`config.mk`:
```
export PLATFORM = sky130hd
export DESIGN_NAME = mult_div_unit
export DESIGN_NICKNAME = d
export VERILOG_FILES = /design/src/rtl/mdu_pkg.sv /design/src/rtl/mdu_step.sv /design/src/rtl/mult_div_unit.sv
export SDC_FILE = /design/constraint.sdc
export NUM_CORES = 1
export LEC_CHECK = 0
export CORE_UTILIZATION = 55
export CTS_BUF_LIST = sky130_fd_sc_hd__clkbuf_2
export DETAILED_ROUTE_END_ITERATION = 7
export PLACE_DENSITY = 0.83
export REMOVE_ABC_BUFFERS = 1
export SKIP_CTS_REPAIR_TIMING = 1
export SLEW_MARGIN = 10
export SYNTH_ARGS = -nofsm -noshare
export SYNTH_HDL_FRONTEND = slang
export SYNTH_SLANG_ARGS = --single-unit
```
`constraint.sdc`:
```
create_clock -name CLK -period 5.3 [get_ports CLK]
set_input_delay 1.06 -clock CLK [delete_from_list [all_inputs] [get_ports CLK]]
set_output_delay 1.06 -clock CLK [all_outputs]
set_load 0.01 [all_outputs]
```
`src/rtl/mdu_pkg.sv`:
```
// ---------------------------------------------------------------------------
// mdu_pkg
// Shared definitions for the iterative multiply/divide unit: datapath width,
// operation and state encodings, divide-by-zero result constants and a small
// helper that turns a possibly-signed operand into its unsigned magnitude.
// ---------------------------------------------------------------------------
package mdu_pkg;

    localparam int WORD_W = 32;

    // Operation codes as presented on the op port.
    typedef enum logic [1:0] {
        MULT  = 2'b00,
        MULTU = 2'b01,
        DIV   = 2'b10,
        DIVU  = 2'b11
    } mdu_op_t;

    typedef enum logic [1:0] {
        IDLE = 2'b00,
        RUN  = 2'b01,
        FIX  = 2'b10,
        DONE = 2'b11
    } mdu_state_t;

    // Divisor value that triggers the shortcut path and the LO value it yields.
    localparam logic [WORD_W-1:0] DIV_ZERO_DIVISOR = '0;
    localparam logic [WORD_W-1:0] DIV_ZERO_LO      = '1;

    // Magnitude of an operand. For signed ops the most negative value maps to
    // 2^(WORD_W-1), which is still representable as an unsigned word.
    function automatic logic [WORD_W-1:0] magnitude(input logic [WORD_W-1:0] value,
                                                    input logic              is_signed);
        if (is_signed && value[WORD_W-1])
            return -value;
        return value;
    endfunction

endpackage

```
`src/rtl/mdu_step.sv`:
```
// ---------------------------------------------------------------------------
// mdu_step
// One combinational iteration of the multiply/divide datapath.
//   op      : operation in flight (only multiply vs divide matters here)
//   acc_hi  : upper accumulator half (partial product / partial remainder)
//   acc_lo  : lower accumulator half (multiplier bits / dividend-quotient)
//   operand : multiplicand magnitude or divisor magnitude
//   nxt_hi  : upper accumulator after this step
//   nxt_lo  : lower accumulator after this step
// ---------------------------------------------------------------------------
module mdu_step #(
    parameter int WORD_W = 32
) (
    input  mdu_pkg::mdu_op_t op,
    input  logic [WORD_W-1:0] acc_hi,
    input  logic [WORD_W-1:0] acc_lo,
    input  logic [WORD_W-1:0] operand,
    output logic [WORD_W-1:0] nxt_hi,
    output logic [WORD_W-1:0] nxt_lo
);
    import mdu_pkg::*;

    logic            is_div;
    logic [WORD_W:0] mul_sum;
    logic [WORD_W:0] div_shifted;
    logic [WORD_W:0] div_diff;
    logic            div_fits;

    assign is_div = (op == DIV) || (op == DIVU);

    // Multiply: add the multiplicand when the current multiplier bit is set,
    // then shift the whole 64-bit accumulator right, keeping the add's carry.
    assign mul_sum = {1'b0, acc_hi} + (acc_lo[0] ? {1'b0, operand} : '0);

    // Divide: shift the next dividend bit into the partial remainder and try
    // subtracting the divisor. The partial remainder is always below the
    // divisor, so the top bit of the difference is a clean borrow indicator.
    assign div_shifted = {acc_hi, acc_lo[WORD_W-1]};
    assign div_diff    = div_shifted - {1'b0, operand};
    assign div_fits    = ~div_diff[WORD_W];

    always_comb begin
        nxt_hi = '0;
        nxt_lo = '0;
        if (is_div) begin
            nxt_hi = div_fits ? div_diff[WORD_W-1:0] : div_shifted[WORD_W-1:0];
            nxt_lo = {acc_lo[WORD_W-2:0], div_fits};
        end else begin
            nxt_hi = mul_sum[WORD_W:1];
            nxt_lo = {mul_sum[0], acc_lo[WORD_W-1:1]};
        end
    end

endmodule

```
`src/rtl/mult_div_unit.sv`:
```
// ---------------------------------------------------------------------------
// mult_div_unit
// Iterative 32-cycle multiply/divide unit with architectural HI/LO.
//   CLK, RST       : clock, asynchronous active-high reset
//   start, op      : launch MULT/MULTU/DIV/DIVU on port_a/port_b
//   port_a, port_b : rs/rt operands; port_a also carries MTHI/MTLO data
//   wr_hi, wr_lo   : MTHI/MTLO writes, honoured only when not busy
//   flush          : abort any in-flight operation, HI/LO untouched
//   busy           : operation in progress (RUN or FIX)
//   done           : one-cycle pulse after an operation wrote HI/LO
//   div_zero       : sticky, set when the last accepted op divided by zero
//   hi, lo         : HI and LO registers
// ---------------------------------------------------------------------------
module mult_div_unit #(
    parameter int WORD_W = 32
) (
    input  logic              CLK,
    input  logic              RST,
    input  logic              start,
    input  logic [1:0]        op,
    input  logic [WORD_W-1:0] port_a,
    input  logic [WORD_W-1:0] port_b,
    input  logic              wr_hi,
    input  logic              wr_lo,
    input  logic              flush,
    output logic              busy,
    output logic              done,
    output logic              div_zero,
    output logic [WORD_W-1:0] hi,
    output logic [WORD_W-1:0] lo
);
    import mdu_pkg::*;

    mdu_state_t          state;
    mdu_state_t          next_state;
    logic [4:0]          count;
    mdu_op_t             op_q;
    logic [WORD_W-1:0]   acc_hi;
    logic [WORD_W-1:0]   acc_lo;
    logic [WORD_W-1:0]   operand;
    logic                neg_lo;
    logic                neg_hi;

    logic                can_launch;
    logic                accept;
    logic                launch_div;
    logic                launch_dz;
    logic                launch_signed;
    logic [WORD_W-1:0]   a_mag;
    logic [WORD_W-1:0]   b_mag;
    logic                wr_ok;

    logic [WORD_W-1:0]   step_hi;
    logic [WORD_W-1:0]   step_lo;

    logic [2*WORD_W-1:0] product;
    logic [2*WORD_W-1:0] product_fix;
    logic [WORD_W-1:0]   fix_hi;
    logic [WORD_W-1:0]   fix_lo;

    // Launch decode. A start is taken only between operations and never in
    // the same cycle as a flush.
    assign can_launch    = (state == IDLE) || (state == DONE);
    assign accept        = can_launch && start && !flush;
    assign launch_div    = op[1];
    assign launch_signed = !op[0];
    assign launch_dz     = launch_div && (port_b == DIV_ZERO_DIVISOR);
    assign a_mag         = magnitude(port_a, launch_signed);
    assign b_mag         = magnitude(port_b, launch_signed);

    // MTHI/MTLO are only honoured between operations, and a simultaneous
    // start takes priority over them.
    assign wr_ok = can_launch && !start;

    mdu_step #(.WORD_W(WORD_W)) u_step (
        .op      (op_q),
        .acc_hi  (acc_hi),
        .acc_lo  (acc_lo),
        .operand (operand),
        .nxt_hi  (step_hi),
        .nxt_lo  (step_lo)
    );

    // Sign fix-up. Multiplies negate the full 64-bit product; divides negate
    // quotient and remainder independently. The divide-by-zero path preloads
    // its final result with both negate flags clear, so it passes through.
    assign product     = {acc_hi, acc_lo};
    assign product_fix = neg_lo ? -product : product;

    always_comb begin
        fix_hi = product_fix[2*WORD_W-1:WORD_W];
        fix_lo = product_fix[WORD_W-1:0];
        if ((op_q == DIV) || (op_q == DIVU)) begin
            fix_hi = neg_hi ? -acc_hi : acc_hi;
            fix_lo = neg_lo ? -acc_lo : acc_lo;
        end
    end

    // State register.
    always_ff @(posedge CLK or posedge RST) begin
        if (RST)
            state <= IDLE;
        else
            state <= next_state;
    end

    // Next-state logic. Flush overrides everything, including a start.
    always_comb begin
        next_state = state;
        if (flush) begin
            next_state = IDLE;
        end else begin
            case (state)
                IDLE, DONE: begin
                    if (start)
                        next_state = launch_dz ? FIX : RUN;
                    else
                        next_state = IDLE;
                end
                RUN:     next_state = (count == 5'd31) ? FIX : RUN;
                FIX:     next_state = DONE;
                default: next_state = IDLE;
            endcase
        end
    end

    // Outputs decoded straight from the state register, so they are glitch
    // free and change only on clock edges or reset.
    always_comb begin
        busy = (state == RUN) || (state == FIX);
        done = (state == DONE);
    end

    // Operand latch and iteration datapath. A divide by zero loads the final
    // HI/LO pattern directly so FIX can write it without special casing.
    always_ff @(posedge CLK or posedge RST) begin
        if (RST) begin
            op_q    <= MULT;
            count   <= '0;
            acc_hi  <= '0;
            acc_lo  <= '0;
            operand <= '0;
            neg_lo  <= 1'b0;
            neg_hi  <= 1'b0;
        end else if (accept) begin
            op_q  <= mdu_op_t'(op);
            count <= '0;
            if (launch_dz) begin
                acc_hi  <= port_a;
                acc_lo  <= DIV_ZERO_LO;
                operand <= '0;
                neg_lo  <= 1'b0;
                neg_hi  <= 1'b0;
            end else if (launch_div) begin
                acc_hi  <= '0;
                acc_lo  <= a_mag;
                operand <= b_mag;
                neg_lo  <= launch_signed && (port_a[WORD_W-1] ^ port_b[WORD_W-1]);
                neg_hi  <= launch_signed && port_a[WORD_W-1];
            end else begin
                acc_hi  <= '0;
                acc_lo  <= b_mag;
                operand <= a_mag;
                neg_lo  <= launch_signed && (port_a[WORD_W-1] ^ port_b[WORD_W-1]);
                neg_hi  <= 1'b0;
            end
        end else if ((state == RUN) && !flush) begin
            acc_hi <= step_hi;
            acc_lo <= step_lo;
            count  <= count + 5'd1;
        end
    end

    // HI/LO registers: written by a completing operation or by MTHI/MTLO.
    // A flush in FIX drops the operation's write.
    always_ff @(posedge CLK or posedge RST) begin
        if (RST) begin
            hi <= '0;
            lo <= '0;
        end else if ((state == FIX) && !flush) begin
            hi <= fix_hi;
            lo <= fix_lo;
        end else if (wr_ok) begin
            if (wr_hi)
                hi <= port_a;
            if (wr_lo)
                lo <= port_a;
        end
    end

    // Divide-by-zero flag follows every accepted launch.
    always_ff @(posedge CLK or posedge RST) begin
        if (RST)
            div_zero <= 1'b0;
        else if (accept)
            div_zero <= launch_dz;
    end

endmodule

```
; ---- Word level (Yosys, flattened, before mapping)
; Index checks and enable logic that the tools add are counted.
[totals]
ram_bits = 0
mem_bits_ro = 0
elab_cells = 91
latch_bits = 0
memories = 0
output_inout_bits = 67
regBits = 172
[classes]
n_mul = 0
n_reduce_logical = 24
n_eq_ne = 6
bitwise = 2
order_cmp = 0
shifts = 0
n_mux = 40
add_sub_neg = 8
n_div = 0
[ops]
columns = cell, n
row1 = $mux 32, 27
row2 = $neg 32->32, 4
row3 = $mux 64, 1
row4 = $neg 64->64, 1
row5 = $add 32x33->33, 1
row6 = $sub 33x32->33, 1
row7 = $logic_not 32->1, 1
row8 = $mux 5, 2
row9 = $logic_and 1x1->1, 9
row10 = $eq 2x2->1 const B, 4
row11 = $mux 2, 4
row12 = $reduce_bool 2->1, 4
row13 = $pmux 2 s3, 1
row14 = $add 5x1->5 const B, 1
row15 = $eq 5x5->1 const B, 1
row16 = $mux 1, 5
row17 = $reduce_and 2->1, 2
row18 = $logic_not 1->1, 3
row19 = $logic_or 1x1->1, 3
row20 = $eq 2x1->1 const B, 1
row21 = $logic_not 2->1, 1
row22 = $reduce_or 2->1, 1
row23 = $not 1->1, 1
row24 = $xor 1x1->1, 1

; ---- Depth between registers and ports, before layout
; Gate-level depths: netlist of run 1.
[logic_depth]
ltp_word = 7
ltp_mapped = 15
mapped_depth_nobuf = 12

; ---- Hierarchy
; From an unflattened synthesis of run 1, not the netlist that was laid out.
[hier_totals]
cells_unflattened = 1986
hier_area_um2 = 16198.0
[by_module_without_submodules]
columns = mod, instances, area_per_inst_um2, seq_area_each_um2, cells_each
row1 = mult_div_unit, 1, 11577.4, 4304.1, 1335
row2 = mdu_step, 1, 4620.7, 0.0, 651

; ---- Least setup slack after synthesis of run 1
; No wires, ideal clock.
[synth_timing]
path_kind = input -> register
from = input port port_a[0]
to = register acc_lo[26]
slack_ns = 1.790
n_path_buf = 1
arrival_time_ns = 3.390
path_stages = 12
cell_sequence = inv_1 ha_1 or4b_2 or3_1 clkbuf_1 nor3_1 and3b_1 nor2_1 xnor2_1 mux2i_1 o21ai_0 nand2_1
[synth_between]
elab_chain_len = 6
[synth_lines]
columns = item, line_no
row1 = "start, declared", mult_div_unit.sv:21  ; input logic [WORD_W-1:0] port_a,
row2 = $neg 32->32, mdu_pkg.sv:35  ; return -value;
row3 = $mux 32, mdu_pkg.sv:34  ; if (is_signed && value[WORD_W-1])
row4 = $mux 32, mdu_pkg.sv:36  ; return value;
row5 = $mux 32, mult_div_unit.sv:154  ; end else if (launch_div) begin
row6 = $mux 32, mult_div_unit.sv:148  ; if (launch_dz) begin
row7 = $mux 32, mult_div_unit.sv:145  ; end else if (accept) begin
row8 = "end signal, assigned", mult_div_unit.sv:156  ; acc_lo <= a_mag;
row9 = "end signal, assigned", mult_div_unit.sv:162  ; acc_lo <= b_mag;
row10 = "end signal, assigned", mult_div_unit.sv:169  ; acc_lo <= step_lo;
row11 = "end, declared", mult_div_unit.sv:39  ; logic [WORD_W-1:0] acc_lo;
; Every way passes these cells. The select of a mux whose other input is x is not followed.
; A chain may end at the register's enable or synchronous reset.

; ---- Worst setup path after layout of run 1
[layout_timing]
from = register acc_hi[0]
to = register acc_hi[21]
[layout_between]
elab_chain_len = 5
word_cells_on_any_way = 6
[layout_lines]
columns = item, line_no
row1 = "start, declared", mult_div_unit.sv:38  ; logic [WORD_W-1:0] acc_hi;
row2 = "start signal, assigned", mult_div_unit.sv:149  ; acc_hi <= port_a;
row3 = "start signal, assigned", mult_div_unit.sv:168  ; acc_hi <= step_hi;
row4 = $sub 33x32->33, mdu_step.sv:39  ; assign div_diff = div_shifted - {1'b0, operand};
row5 = $mux 32, mdu_step.sv:46  ; nxt_hi = div_fits ? div_diff[WORD_W-1:0] : div_shifted[WORD_W-1:0];
row6 = $mux 32 *, mdu_step.sv:45  ; if (is_div) begin
row7 = $mux 32 *, mult_div_unit.sv:167  ; end else if ((state == RUN) && !flush) begin
row8 = $mux 32 *, mult_div_unit.sv:145
; Mark *: on every way between the ends. The rest lies on a longest branch, timed or not. The select of a mux whose other input is x is not followed.

==> impl_metrics.yaml, run 1 <==
grt:
  grt_pass1_wl_um: 83200
  grt-ovfl-total: 0
  first_global_vias: 15163
  track_usage_pct: 37.6
  grt_start_max_net_pins: 110
  antenna_found_initial: 2
placed_design:
  dpl_cell_area_um2: 17100
  port_buffers: 138
  place.gp.congestion: 0.999
  post-place-ws_ns: 0.863
  dp_hpwl_um: 40700
cells_and_area:
  drive_gt1_share_pct: 5.77
  nets: 2196
  diodes: 0
  synthToLayoutAreaGrowth_pct: 12.4
  final_area_um2: 17400
  fillers: 2418
timing:
  hold_violations: 0
  finalCritPeriodShare_pct: 80.6
  maxSlewHeadroom_pct: 26.2
  rsz0062_at_grt: "no"
  setup_slack_ns: 1.03
  fmax_mhz: 234
  period_minus_slack_ns: 4.27
  maxSlewViolCount: 0
  skew_ns: 0.0516
  worst_pin_slew_ns: 1.11
  setup_viol_count_final: 0
logic_synthesis:
  netlist_top_cells_count: "o21ai_0, nand2_1, nor2_1"
  ys_seq_area_share_pct: 27.7
  ys.flop_type: "dfrtp_1"
  avgSynthCellArea_um2: 7.78
  ys_seq_elements: 171
  synth_most_common_cell: "o21ai_0"
  synth_area_leader_cell: "dfrtp_1"
  yosysWarnings: 0
  synth.area.top_cells: "dfrtp_1, o21ai_0, mux2i_1, ha_1, a21oi_1"
  synth_top_area_share_pct: 27.7
  synth-edff-count: 0
  synth.distinct_cells: 78
  async_flop_share_pct: 100
  syn_inst: 1986
  netlist_area_um2: 15500
worst_setup_path:
  end_kind: "flip-flop"
  worstSetupStartpointType: "flip-flop"
  reg2reg_from: "acc_hi[0]"
  critical_path.max_fanout: 30
  critPathKind: "reg -> reg"
  critical_path.startpoint: "acc_hi[0]"
  cp.required_ns: 5.97
  cp_data_arrival_time_ns: 4.95
clocking:
  cts_tree: "built"
  cts_buffers: 17
  cts.clk_slew.worst_paths_ns: 0.29
  root_buffer: "clkbuf_2"
  clockBufferDepth: 2
  cts_max_level: 4
  numClockSinks: 171
  clock_latency_ns: 0.81
drt:
  first_pass_iters: 8
  via_per_inst: 6.60
  postRouteAntennaNets: 0
  post-route-drc-count: 3
  route.final.wire_length_um: 53800
  wl_per_cell_um: 22.1
  drt_iter0_markers: 1986
  vias: 16068
floorplan:
  die_x_um: 170
  die_area_um2: 28800
  ios: 139
  num_rows: 60
  core_area_um2: 27300
  start_util_pct: 56.7
  die_h_um: 170
power_and_ir_drop:
  p_per_area_nw_per_um2: 446
  peakVddDrop_uv: 248
  p_leak_nw: 7.35
run_status:
  violations: "design-rule violations"
  outcome: "finished with violations"
worst_hold_path:
  hp-start: "operand[2]"
  hp-class: "reg -> reg"
run:
  drv_cap: 0
final timing paths:
| kind | end | slack, ns | cells past startpoint |
|---|---|---|---|
| worst max-delay path | acc_hi[21] | 1.03 | 12 |
| worst min-delay path | operand[2] | 0.52 | 2 |
| worst max register to register | acc_hi[21] | 1.03 | 12 |
| worst min register to register | operand[2] | 0.52 | 2 |
| max in group asynchronous | operand[19] | 3.56 | 3 |
| min in group asynchronous | lo[9] | 0.80 | 2 |
power by group:
part / internal, W / switching (W)
Sequential: 0.00160 / 0.000508
Clock: 0.000275 / 0.000529
Combinational: 0.00201 / 0.00281
Total: 0.00389 / 0.00385
cell type report:
cell class,instances,area [um^2],area share (%)
Tap cell,372,465,2.68
Sequential cell,171,4280,24.6
Multi-Input combinational cell,1628,10500,60.3
Inverter,58,223,1.28
Clock inverter,15,186,1.07
Timing Repair Buffer,173,1650,9.51
Clock buffer,17,85.1,0.490
flip-flops by register name (all words and copies together), names as in the netlist:
name,cells
acc_hi,32
acc_lo,32
hi,32
lo,32
operand,32
count,5
state,2
div_zero,1
neg_hi,1
neg_lo,1
op_q,1
layer usage:
metal  GRT usage [%]  part of all wire (%)
met2            57.9                    44
met1            48.5                    39
met5               0                 0.024
met3            7.60                    10
met4            23.1                   6.8
metrics by stage:
| step | TNS [ns] | util (%) | total power (W) | instances | hold WS, ns |
|---|---|---|---|---|---|
| 2_1_floorplan | -75.53 | - | 0.00532 | 1857 | 0.450 |
| 3_3_place_gp | 0 | 62.7 | 0.00675 | 2402 | 0.466 |
| 3_5_place_dp | 0 | 62.7 | 0.00683 | 2402 | 0.472 |
| 4_1_cts | 0 | 63.7 | 0.00764 | 2434 | 0.523 |
| 5_1_grt | 0 | 63.8 | 0.00828 | 2434 | 0.561 |
| 6_report | 0 | 63.8 | 0.00774 | 2434 | 0.525 |
cells in the final DEF (no fill, tap or decap), types with 9 or more instances in the layout:
cell type        instances
o21ai_0                223
nand2_1                213
nor2_1                 196
a21oi_1                179
dfrtp_1                170
clkdlybuf4s50_1        137
xnor2_1                100
mux2i_1                 97
ha_1                    73
xor2_1                  72
inv_1                   57
buf_4                   34
nor3_1                  33
o211ai_1                32
nand3_1                 27
o31ai_1                 27
nand2b_1                23
a21o_1                  23
or3_1                   20
a31oi_1                 20
nor4_1                  17
and2_1                  17
o21a_1                  17
clkbuf_2                17
nand4_1                 15
mux2_2                  15
o41ai_1                 12
nor2b_1                 11
a221oi_1                11
a211oi_1                10
and3_1                  10
o22ai_1                 10
o221ai_1                10
o21bai_1                 9
critical path: stages (launching register included):
cell and delay (ns):
dfrtp_1 0.57, inv_1 0.16, fa_1 0.50, nand2b_1 0.19, a21oi_1 0.25, o21ai_1 0.19
a21o_1 0.29, o41ai_2 0.55, xor2_2 0.19, buf_4 0.42, mux2_2 0.39, a222oi_1 0.31
o21ai_0 0.11
cell families after synthesis:
group	after synthesis	share of synthesized area, %
AO/OA/AOI/OAI	643	25.5
AND/OR/NAND/NOR	624	18.6
buffers and inverters	187	4.79
XOR/XNOR	174	9.86
flip-flops	171	27.7
multiplexers	112	7.38
adder cells (fa/ha/maj)	75	6.17
(Power assumes the default switching activity.)
==> run 2, diff against run 1 <==
--- a/config.mk
+++ b/config.mk
@@ -8,7 +8,7 @@
 export CORE_UTILIZATION = 55
 export CTS_BUF_LIST = sky130_fd_sc_hd__clkbuf_2
 export DETAILED_ROUTE_END_ITERATION = 7
-export PLACE_DENSITY = 0.83
+export PLACE_DENSITY = 0.8
 export REMOVE_ABC_BUFFERS = 1
 export SKIP_CTS_REPAIR_TIMING = 1
 export SLEW_MARGIN = 10
==> constraint.sdc (replaced) <==
create_clock -name CLK -period 4.5 [get_ports CLK]
set_input_delay 0.9 -clock CLK [delete_from_list [all_inputs] [get_ports CLK]]
set_output_delay 0.9 -clock CLK [all_outputs]
set_load 0.01 [all_outputs]
==> impl_metrics.yaml, run 2 (synthesized netlist as in run 1, its figures left out) <==
run_status:
  outcome: "finished clean"
worst_setup_path:
  critPathKind: "reg -> reg"
  cp.buffers_inverters: 2
  max_stage_delay_ns: 0.54
  critical_path.max_fanout: 6
  path_cells: "inv_1, ha_1, fa_1, nand2b_1, a21oi_1, o21ai_1, a21o_1, o41ai_2, buf_4, xor2_2, mux2_2, a222oi_1, o21ai_0"
  crit_family: "compound AO/OA/AOI/OAI gates"
  cp.required_ns: 5.22
  end_kind: "flip-flop"
  crit_slowest_cell: "dfrtp_1"
  cp_data_arrival_time_ns: 4.73
  worstSetupStartpointType: "flip-flop"
floorplan:
  die_h_um: 170
  num_rows: 60
  core_area_um2: 27300
  ios: 139
  die_area_um2: 28800
  start_util_pct: 56.7
  die_x_um: 170
timing:
  finalCritPeriodShare_pct: 88.9
  timing.hold.ws_ns: 0.470
  hold_violations: 0
  worst_pin_slew_ns: 1.22
  setup_slack_ns: 0.498
  fmax_mhz: 250
  setup_viol_count_final: 0
  maxSlewViolCount: 0
  maxSlewHeadroom_pct: 18.3
  skew_ns: 0.0966
  rsz0062_at_grt: "no"
  period_minus_slack_ns: 4.00
cells_and_area:
  utilization_pct: 64.6
  final_cell_mix: "o21ai_0, nand2_1, nor2_1"
  diodes: 0
  layout_commonest_cell: "o21ai_0"
  synthToLayoutAreaGrowth_pct: 13.9
  drive_gt1_share_pct: 6.77
  nets: 2217
  final_cells: 2455
clocking:
  clockBufferDepth: 2
  cts_buffers: 17
  cts_max_level: 4
  clock_latency_ns: 0.87
  cts_tree: "built"
  numClockSinks: 171
  root_buffer: "clkbuf_2"
  cts.clk_slew.worst_paths_ns: 0.35
drt:
  vias: 16040
  wl_per_cell_um: 22.8
  route.final.wire_length_um: 56000
  via_per_inst: 6.53
  first_pass_iters: 6
  drt_iter0_markers: 1942
  post-route-drc-count: 0
  postRouteAntennaNets: 0
grt:
  track_usage_pct: 39.4
  first_global_vias: 15178
  antenna_found_initial: 0
  grt_start_max_net_pins: 81
  grt_pass1_wl_um: 86800
  grt-ovfl-total: 0
worst_hold_path:
  hp-class: "in -> async"
power_and_ir_drop:
  p_per_area_nw_per_um2: 525
  p_leak_nw: 7.48
  peakVddDrop_uv: 445
placed_design:
  place.gp.congestion: 1.02
  port_buffers: 138
  dp_hpwl_um: 42600
  post-place-ws_ns: 0.361
  dpl.cell_count: 2423
run:
  drv_cap: 0
run 2: cell count changes in the layout (fill, tap and decap cells not counted), sizes merged:
cell / delta
buf: +21
clkinv: +1
inv: +1
bufinv: -2
run 2: worst register-to-register path: cells and delay by family (launching register included):
family | cells | cell delay [ns]
AOI/OAI and AO/OA | 6 | 1.42
xor gates and xnor gates | 1 | 0.36
adders and majority gates | 2 | 0.68
buffers and inverters | 2 | 0.29
DFF | 1 | 0.54
muxes | 1 | 0.40
and+or+nand+nor | 1 | 0.20
run 2: worst paths after layout:
kind	depth (start not counted)	slack (ns)	start	end
worst max register to register	13	0.50	acc_lo[31]	acc_hi[21]
worst min-delay path	2	0.47	RST	acc_lo[4]
min in group CLK	2	0.53	operand[12]	operand[12]
worst min register to register	2	0.53	operand[12]	operand[12]
max in group asynchronous	3	3.11	RST	lo[12]
worst max-delay path	13	0.50	acc_lo[31]	acc_hi[21]
run 2: layout make-up:
type                    instances  area [um^2]
fillers                      2420         9650
well taps                     372          465
multi-input cells            1628        10500
inverters                      58          223
flip-flops and latches        171         4280
clock inverters                15          198
repair buffers                194         1870
clock buffers                  17         85.1
run 2: routing by layer:
layer	vias up	part of all wire, %	GRT usage (%)
li1	7335	-	-
met1	7625	41	52.5
met2	924	45	62.3
met3	156	9.0	6.37
met4	0	5.1	18.9
met5	-	0	0
run 2: stage by stage:
step,area [um^2],setup TNS (ns),power (W)
after CTS,17600,0,0.00912
after global placement,17300,0,0.00808
after global routing,17600,0,0.00987
final,17600,0,0.00924
after detailed placement,17300,0,0.00816
after floorplan,14900,-226.04,0.00627
run 2: power breakdown:
| group | total, W | switching (W) | leakage, nW | internal, W |
|---|---|---|---|---|
| registers | 0.00247 | 0.000578 | 2.06 | 0.00189 |
| clock network | 0.000945 | 0.000697 | 0.163 | 0.000248 |
| logic | 0.00582 | 0.00336 | 5.26 | 0.00247 |
| total | 0.00924 | 0.00463 | 7.48 | 0.00460 |
==> run 3, diff against run 2 <==
--- a/config.mk
+++ b/config.mk
@@ -5,6 +5,7 @@
 export SDC_FILE = /design/constraint.sdc
 export NUM_CORES = 1
 export LEC_CHECK = 0
+export CORE_MARGIN = 2
 export CORE_UTILIZATION = 55
 export CTS_BUF_LIST = sky130_fd_sc_hd__clkbuf_2
 export DETAILED_ROUTE_END_ITERATION = 7
==> impl_metrics.yaml, run 3 (synthesized netlist as in run 1, its figures left out) <==
placed_design:
  dpl.cell_count: 2431
  port_buffers: 138
  place.gp.congestion: 1.02
  dp_hpwl_um: 42800
drt:
  via_per_inst: 6.51
  wl_per_cell_um: 22.8
  postRouteAntennaNets: 0
  vias: 16028
  post-route-drc-count: 1
  route.final.wire_length_um: 56100
  drt_iter0_markers: 2046
  first_pass_iters: 8
power_and_ir_drop:
  fin_total_pwr_w: 0.00914
  p_per_area_nw_per_um2: 520
  p_leak_nw: 7.46
  peakVddDrop_uv: 410
worst_setup_path:
  cp_data_arrival_time_ns: 4.62
  critical_path.max_fanout: 22
  max_stage_delay_ns: 0.47
  worstSetupStartpointType: "flip-flop"
  cpMostUsedCell: "a21o_1"
  critPathKind: "reg -> reg"
  crit_slowest_cell: "dfrtp_1"
  cp.required_ns: 5.20
  end_kind: "flip-flop"
  path_cells: "inv_1, buf_4, nor2_1, ha_1, a21o_1, a21o_1, a2111oi_0, a21oi_1, a31oi_1, o21ai_0, xnor2_1, or3_1, o211ai_1"
floorplan:
  ios: 139
  num_rows: 61
  die_h_um: 172
  die_area_um2: 29500
  die_x_um: 172
  core_area_um2: 27700
  start_util_pct: 55.8
timing:
  finalCritPeriodShare_pct: 86.9
  worst_pin_slew_ns: 1.15
  setup_viol_count_final: 0
  skew_ns: 0.0953
  rsz0062_at_grt: "no"
  maxSlewHeadroom_pct: 23.0
  timing.hold.ws_ns: 0.419
  fmax_mhz: 256
  hold_violations: 0
  maxSlewViolCount: 0
  period_minus_slack_ns: 3.91
cells_and_area:
  drive_gt1_share_pct: 6.72
  layout_commonest_cell: "o21ai_0"
  synthToLayoutAreaGrowth_pct: 13.6
  final_cells: 2463
  final_cell_mix: "o21ai_0, nand2_1, nor2_1"
  utilization_pct: 63.4
  nets: 2219
clocking:
  clock_latency_ns: 0.83
  cts_max_level: 4
  cts_buffers: 17
  numClockSinks: 171
  root_buffer: "clkbuf_2"
  clockBufferDepth: 2
  cts.clk_slew.worst_paths_ns: 0.32
  cts_tree: "built"
grt:
  grt_start_max_net_pins: 95
  first_global_vias: 15162
  antenna_found_initial: 1
  grt_pass1_wl_um: 86300
  track_usage_pct: 38.2
  grt-ovfl-total: 0
worst_hold_path:
  hp-class: "in -> async"
run_status:
  violations: "design-rule violations"
  outcome: "finished with violations"
run:
  drv_cap: 0
[run 3: cell type report]
cell class              count  area [um^2]
well taps                 378          473
diodes                      1         2.50
clock buffers              17         85.1
fillers                  2457        10100
multi-input cells        1628        10500
repair buffers            196         1860
flip-flops and latches    171         4280
inverters                  58          223
clock inverters            14          160
[run 3: through the flow]
stage               worst slack, ns  setup TNS [ns]  cell area, um^2
CTS                           0.656               0            17600
finish                        0.587               0            17600
floorplan                     -1.03         -226.04            14900
global route                  0.452               0            17600
detailed placement            0.358               0            17300
global placement              0.398               0            17300
[run 3: where the power goes]
part | total [W] | switching (W) | internal [W]
clock network | 0.000905 | 0.000639 | 0.000267
registers | 0.00247 | 0.000581 | 0.00189
logic | 0.00576 | 0.00332 | 0.00244
[run 3: critical path: cells and delay by family, from the launching register on]
family          cells  cell delay, ns
compound gates      7            1.72
xor+xnor            1            0.16
fa+ha+maj           1            0.38
buf+inv             2            0.70
flops               1            0.47
simple gates        2            0.38
[run 3: final timing paths]
| check | start | end | slack [ns] | cells after the start |
|---|---|---|---|---|
| min in group CLK | operand[10] | operand[10] | 0.53 | 2 |
| worst min register to register | operand[10] | operand[10] | 0.53 | 2 |
| max in group asynchronous | RST | op_q[1] | 3.09 | 3 |
| worst min-delay path | RST | lo[7] | 0.42 | 2 |
| worst max-delay path | acc_lo[0] | acc_hi[24] | 0.59 | 13 |
| worst max register to register | acc_lo[0] | acc_hi[24] | 0.59 | 13 |
[run 3: routing by layer]
| metal | global-route usage, % | vias up | wire (um) |
|---|---|---|---|
| met1 | 50.5 | 7642 | 22900 |
| met4 | 21.1 | 0 | 3440 |
| met3 | 7.02 | 172 | 5050 |
| met2 | 58.9 | 898 | 24700 |
| met5 | 0 | - | 0 |
| li1 | - | 7316 | - |
